==> src/rtl/ysyx_23060203_lsu_pkg.sv <==
// Shared encodings for the load/store unit: funct3 codes, FSM states, alignment helper.
package ysyx_23060203_lsu_pkg;

  localparam logic [2:0] LD_B  = 3'b000;
  localparam logic [2:0] LD_H  = 3'b001;
  localparam logic [2:0] LD_W  = 3'b010;
  localparam logic [2:0] LD_BU = 3'b100;
  localparam logic [2:0] LD_HU = 3'b101;

  localparam logic [2:0] ST_B  = 3'b000;
  localparam logic [2:0] ST_H  = 3'b001;
  localparam logic [2:0] ST_W  = 3'b010;

  typedef enum logic [2:0] {
    IDLE   = 3'd0,
    RD_AR  = 3'd1,
    RD_R   = 3'd2,
    RD_RSP = 3'd3,
    WR_REQ = 3'd4,
    WR_B   = 3'd5,
    WR_RSP = 3'd6
  } lsu_state_e;

  // Half accesses need addr[0]=0, word (and undefined width) accesses need addr[1:0]=0.
  function automatic logic misaligned(input logic [2:0] func, input logic [1:0] lo);
    case (func[1:0])
      2'b00:   return 1'b0;
      2'b01:   return lo[0];
      default: return lo != 2'b00;
    endcase
  endfunction

endpackage

==> src/rtl/ysyx_23060203_lsu_align.sv <==
// Combinational byte-lane alignment: load shift/extend, store shift and strobe generation.
module ysyx_23060203_lsu_align
  import ysyx_23060203_lsu_pkg::*;
(
  input  logic [1:0]  off,
  input  logic [2:0]  func,
  input  logic [31:0] m_rdata,
  input  logic [31:0] st_data_in,
  output logic [31:0] ld_data,
  output logic [31:0] st_data,
  output logic [3:0]  st_strb
);

  logic [31:0] shifted;
  logic [3:0]  strb_base;

  assign shifted = m_rdata >> {off, 3'b000};

  always_comb begin
    ld_data = shifted;
    case (func)
      LD_B:    ld_data = {{24{shifted[7]}}, shifted[7:0]};
      LD_H:    ld_data = {{16{shifted[15]}}, shifted[15:0]};
      LD_BU:   ld_data = {24'h0, shifted[7:0]};
      LD_HU:   ld_data = {16'h0, shifted[15:0]};
      default: ld_data = shifted;
    endcase
  end

  always_comb begin
    strb_base = 4'b1111;
    case (func)
      ST_B:    strb_base = 4'b0001;
      ST_H:    strb_base = 4'b0011;
      default: strb_base = 4'b1111;
    endcase
  end

  // Shifting within 4 bits truncates lanes that fall off the top of the word.
  assign st_strb = strb_base << off;
  assign st_data = st_data_in << {off, 3'b000};

endmodule

==> src/rtl/ysyx_23060203_lsu.sv <==
// Load/store unit: EXU request/response handshakes to single AXI4-Lite transactions.
// Optional misalignment/bus-error faulting is enabled by YSYX_23060203_LSU_FAULT_EN.
module ysyx_23060203_lsu
  import ysyx_23060203_lsu_pkg::*;
(
  input  logic        clk,
  input  logic        rstn,
  input  logic        rreq_valid,
  output logic        rreq_ready,
  input  logic [31:0] raddr,
  input  logic [2:0]  rfunc,
  output logic        rres_valid,
  input  logic        rres_ready,
  output logic [31:0] rdata,
  input  logic        wreq_valid,
  output logic        wreq_ready,
  input  logic [31:0] waddr,
  input  logic [2:0]  wfunc,
  input  logic [31:0] wdata,
  output logic        wres_valid,
  input  logic        wres_ready,
  output logic [31:0] araddr,
  output logic        arvalid,
  input  logic        arready,
  input  logic [31:0] m_rdata,
  input  logic [1:0]  rresp,
  input  logic        rvalid,
  output logic        rready,
  output logic [31:0] awaddr,
  output logic        awvalid,
  input  logic        awready,
  output logic [31:0] m_wdata,
  output logic [3:0]  wstrb,
  output logic        wvalid,
  input  logic        wready,
  input  logic [1:0]  bresp,
  input  logic        bvalid,
  output logic        bready,
  output logic        access_fault
);

  lsu_state_e  state_q, state_d;
  logic [31:0] addr_q, addr_d;
  logic [2:0]  func_q, func_d;
  logic [31:0] wdata_q, wdata_d;
  logic [31:0] rdata_q, rdata_d;
  logic        aw_done_q, aw_done_d;
  logic        w_done_q, w_done_d;
  logic        fault_q, fault_d;
  logic [31:0] ld_data;

  ysyx_23060203_lsu_align u_align (
    .off        (addr_q[1:0]),
    .func       (func_q),
    .m_rdata    (m_rdata),
    .st_data_in (wdata_q),
    .ld_data    (ld_data),
    .st_data    (m_wdata),
    .st_strb    (wstrb)
  );

`ifndef YSYX_23060203_LSU_FAULT_EN
  logic unused_resp;
  assign unused_resp = ^{rresp, bresp};
`endif

  always_comb begin
    state_d   = state_q;
    addr_d    = addr_q;
    func_d    = func_q;
    wdata_d   = wdata_q;
    rdata_d   = rdata_q;
    aw_done_d = aw_done_q;
    w_done_d  = w_done_q;
    fault_d   = 1'b0;
    case (state_q)
      IDLE: begin
        if (rreq_valid) begin
          addr_d  = raddr;
          func_d  = rfunc;
          state_d = RD_AR;
`ifdef YSYX_23060203_LSU_FAULT_EN
          if (misaligned(rfunc, raddr[1:0])) begin
            state_d = RD_RSP;
            rdata_d = 32'h0;
            fault_d = 1'b1;
          end
`endif
        end else if (wreq_valid) begin
          addr_d    = waddr;
          func_d    = wfunc;
          wdata_d   = wdata;
          aw_done_d = 1'b0;
          w_done_d  = 1'b0;
          state_d   = WR_REQ;
`ifdef YSYX_23060203_LSU_FAULT_EN
          if (misaligned(wfunc, waddr[1:0])) begin
            state_d = WR_RSP;
            fault_d = 1'b1;
          end
`endif
        end
      end
      RD_AR: if (arready) state_d = RD_R;
      RD_R: begin
        if (rvalid) begin
          rdata_d = ld_data;
          state_d = RD_RSP;
`ifdef YSYX_23060203_LSU_FAULT_EN
          fault_d = |rresp;
`endif
        end
      end
      RD_RSP: if (rres_ready) state_d = IDLE;
      WR_REQ: begin
        // Address and data channels complete independently, possibly in the same cycle.
        aw_done_d = aw_done_q | awready;
        w_done_d  = w_done_q | wready;
        if (aw_done_d && w_done_d) state_d = WR_B;
      end
      WR_B: begin
        if (bvalid) begin
          state_d = WR_RSP;
`ifdef YSYX_23060203_LSU_FAULT_EN
          fault_d = |bresp;
`endif
        end
      end
      WR_RSP: if (wres_ready) state_d = IDLE;
      default: state_d = IDLE;
    endcase
  end

  always_ff @(posedge clk) begin
    if (!rstn) begin
      state_q   <= IDLE;
      addr_q    <= 32'h0;
      func_q    <= 3'h0;
      wdata_q   <= 32'h0;
      rdata_q   <= 32'h0;
      aw_done_q <= 1'b0;
      w_done_q  <= 1'b0;
      fault_q   <= 1'b0;
    end else begin
      state_q   <= state_d;
      addr_q    <= addr_d;
      func_q    <= func_d;
      wdata_q   <= wdata_d;
      rdata_q   <= rdata_d;
      aw_done_q <= aw_done_d;
      w_done_q  <= w_done_d;
      fault_q   <= fault_d;
    end
  end

  // All bus and response valids decode from flops only, so no AXI input reaches the EXU side.
  assign rreq_ready   = (state_q == IDLE);
  assign wreq_ready   = (state_q == IDLE) && !rreq_valid;
  assign arvalid      = (state_q == RD_AR);
  assign rready       = (state_q == RD_R);
  assign rres_valid   = (state_q == RD_RSP);
  assign awvalid      = (state_q == WR_REQ) && !aw_done_q;
  assign wvalid       = (state_q == WR_REQ) && !w_done_q;
  assign bready       = (state_q == WR_B);
  assign wres_valid   = (state_q == WR_RSP);
  assign araddr       = addr_q;
  assign awaddr       = addr_q;
  assign rdata        = rdata_q;
  assign access_fault = fault_q;

endmodule

==> config.mk <==
export PLATFORM = sky130hd
export DESIGN_NAME = ysyx_23060203_lsu
export DESIGN_NICKNAME = d
export VERILOG_FILES = /design/src/rtl/ysyx_23060203_lsu_pkg.sv /design/src/rtl/ysyx_23060203_lsu_align.sv /design/src/rtl/ysyx_23060203_lsu.sv
export SDC_FILE = /design/constraint.sdc
export NUM_CORES = 1
export LEC_CHECK = 0
export CAP_MARGIN = 15
export CELL_PAD_IN_SITES_DETAIL_PLACEMENT = 0
export CELL_PAD_IN_SITES_GLOBAL_PLACEMENT = 1
export CORE_MARGIN = 3
export CORE_UTILIZATION = 28
export CTS_CLUSTER_SIZE = 12
export DETAILED_ROUTE_END_ITERATION = 6
export PLACE_DENSITY = 0.8
export SLEW_MARGIN = 20
export SYNTH_ARGS = -nofsm -noshare
export SYNTH_HDL_FRONTEND = slang
export SYNTH_SLANG_ARGS = --single-unit
==> constraint.sdc <==
create_clock -name clk -period 2.2 [get_ports clk]
set_input_delay 0.44 -clock clk [delete_from_list [all_inputs] [get_ports clk]]
set_output_delay 0.44 -clock clk [all_outputs]
set_load 0.02 [all_outputs]
==> results.cfg <==
[timing]
setup_viol = 0
hold_viol = 0
tightestPinTransition_ns = 0.601
timing.fmax_mhz = 470
drv_slew = 0
hold_ws_ns = 0.453
finalCriticalPeriod_ns = 2.13
skew_ns = 0.00850
slew_headroom_pct = 59.8
finalSetupTns_ns = 0
post-route-period-util_pct = 96.6

[logic_synthesis]
synth_seq_cells = 104
synth-simple-area-share_pct = 16.9
synth-warning-count = 0
synth_top_family_by_area = compound AO/OA/AOI/OAI gates
syn_area_sq_um = 5600
ys_seq_area_share_pct = 37.2
synth_top_area_share_pct = 37.2
synth_edf_count = 0
synth_compound_area_share_pct = 22.5
synth_area_leaders = dfxtp_1, mux2i_1, nand2_1
ys.flop_type = dfxtp_1
synth_cell_types = 40
synth_mux_area_share_pct = 14.3
synth_area_leader_cell = dfxtp_1
synth_nets = 817
synthesis.instances = 668
avgSynthCellArea_sq_um = 8.38
synth-xor-area-share_pct = 0
synthAdderAreaFrac_pct = 0
synthArstFlopShare_pct = 0

[finish]
multi_input_area_sq_um = 3020
diodes = 0
fillers = 1978
seq_area_sq_um = 2090
nNetsFinal = 1057
drive_gt1_share_pct = 8.44
syn2layout_area_growth_pct = 58.3

[min_path]
holdPathEnd = rdata[5]$_SDFFE_PN0P_
hold_class = flop to flop
holdPathStages = 2
min_from = rdata[5]$_SDFFE_PN0P_

[placement]
gp_congestion = 0.841
io_buffers = 285
place.detailed.hpwl_um = 14700

[power_and_ir_drop]
power_frac_seq_pct = 34.2
cellPowerDensity_nw_per_um2 = 764
clockPowerShare_pct = 24.0
leakage_nw = 3.76
p_sw_mw = 2.40
totalPowerFinal_mw = 6.78
p_int_mw = 4.37
comb_power_share_pct = 41.8
power_switching_share_pct = 35.5
ir_worst_vdd_v = 0.000401

[cts]
cts_tree = yes
clock_sinks = 104
clk_latency_ns = 0.35
holdBufCountCts = 0
clockBufferDepth = 2
cts-root-buf = clkbuf_16
clk_pin_slew_ns = 0.07
numCtsBuffers = 9
cts_setup_buffers = 0
htreeDepth = 3

[setup_path]
crit_type = flop to output port
endpoint_kind = output port
rr_worst_depth = 6
path_buf_inv = 2
r2r_start = araddr[1]$_SDFFE_PN0P_
critPathMaxFanout = 34
cp_top_family = buffers and inverters
cp-start-kind = flop
cp_data_required_time_ns = 1.76
arrival_ns = 1.69
cpPeakStageDelay_ns = 0.66
rrSetupSlack_ns = 0.17
worstReg2RegEnd = rdata[20]$_SDFFE_PN0P_
path_cells = buf_8, clkdlybuf4s50_1
slowest_stage = clkdlybuf4s50_1

[die]
core_sq_um = 19500
dieWidth_um = 147
die_area_sq_um = 21700
fp-row-count = 51
die_h_um = 147
initial_core_util_pct = 28.7
io_pins = 291

[drt]
initialDrtViolationCount = 242
wl_um = 19800
avgRoutedWirePerCell_um = 16.8
routed_via_density = 4.67
dr_total_vias = 5496
drc = 0
drt.antenna.violating_nets = 0
drt-pass1-iter-count = 4

[grt]
grt_usage_pct = 17.6
grt_overflow = 0
antenna_found_initial = 0
grt_max_degree = 67
grt_pass1_vias = 5367
grt_pass1_wl_um = 30500

[run_status]
status = completed

[job]
maxCapViolCount = 0
placed cells by master, fill, tap and decap left out, drive strengths merged, types with 5 or more instances in the layout:
cell type      instances
dfxtp                104
nor2                  27
a211oi                 8
clkdlybuf4s50        238
nor3b                  5
mux2i                 61
nand2                148
dlygate4sd2           37
a21oi                 34
o211ai                 7
buf                   33
and2                  16
nor2b                 15
o211a                 35
mux2                  15
a21boi                41
o21ai                 42
clkbuf                16
final cells by class:
cell class,count,area share (%)
timing repair buffer,317,35.2
multi-input combinational,474,34.1
sequential,104,23.6
tap,265,3.74
clock buffer,11,2.74
clock inverter,4,0.621
inverter,2,0.0847
kinds of logic after synthesis:
kind of cell / count (synthesis)
other: 1
muxes: 77
AOI/OAI and AO/OA: 178
DFF: 104
buffers and inverters: 90
and+or+nand+nor: 218
sequential cells by signal, summed over array words and instances, names as in the netlist:
| register | cells |
|---|---|
| araddr | 32 |
| aw_done_q | 1 |
| func_q | 3 |
| rdata | 32 |
| state_q | 3 |
| w_done_q | 1 |
| wdata_q | 32 |
power by group through the flow:
stage	clock (mW)	sequential (mW)	combinational, mW
5_1_grt	1.77	2.36	3.04
4_1_cts	1.70	2.32	2.84
3_5_place_dp	0	2.35	2.91
2_1_floorplan	0	2.46	1.51
6_report	1.63	2.32	2.83
3_3_place_gp	0	2.36	2.91
synth_stat cells, types with 2 or more instances:
library cell,n
o211a_1,35
o211ai_1,7
buf_2,19
a211oi_1,8
o21ai_0,42
mux2i_1,61
clkbuf_1,30
a22oi_1,3
nor2_1,27
nor2b_1,15
nand2_1,147
dfxtp_1,104
buf_4,37
a21boi_0,34
a21oi_1,34
inv_1,2
mux2_2,15
o2111ai_1,2
nor3b_1,4
and2_1,16
a21boi_1,7
metrics by stage:
stage	instance area, sq um	setup WS, ns	utilization, %	std cells
after detailed placement	8590	-0.109	44.0	1161
after global placement	8590	-0.0837	44.0	1161
after CTS	8840	0.0283	45.3	1176
after global routing	8870	-0.00307	45.4	1177
after floorplan	5600	-0.00349	-	668
final	8870	0.0744	45.4	1177
worst max-delay path by stage:
| stage | startpoint | endpoint | slack (ns) | depth (start not counted) |
|---|---|---|---|---|
| 2_1_floorplan | araddr[1]$_SDFFE_PN0P_ | m_wdata[24] | -0.003 | 5 |
| 3_3_place_gp | m_rdata[31] | rdata[19]$_SDFFE_PN0P_ | -0.08 | 6 |
| 3_5_place_dp | m_rdata[31] | rdata[28]$_SDFFE_PN0P_ | -0.11 | 6 |
| 4_1_cts | araddr[0]$_SDFFE_PN0P_ | m_wdata[3] | 0.03 | 5 |
| 5_1_grt | araddr[0]$_SDFFE_PN0P_ | araddr[0] | -0.003 | 2 |
| 6_report | araddr[0]$_SDFFE_PN0P_ | awaddr[0] | 0.07 | 2 |
per-layer routing:
metal / vias up / global-route usage (%) / routed length, um
li1: 2760 / - / -
met1: 2531 / 22.6 / 8770
met2: 182 / 29.8 / 9460
met3: 23 / 4.23 / 1140
met4: 0 / 4.85 / 389
met5: - / 0 / 0
repair_timing:
action | in CTS | in global routing
gates resized for setup | 47 | 14
endpoints found under the setup margin | 46 | 19
gates cloned | 0 | 1
worst register-to-register path: cells and delay by family, from the launching register on:
family	cells	cell delay [ns]
multiplexers	1	0.54
flip-flops	1	0.41
buffers and inverters	2	0.38
AO/OA/AOI/OAI	2	0.37
AND/OR/NAND/NOR	1	0.20
Power figures use the tool's default switching activity.
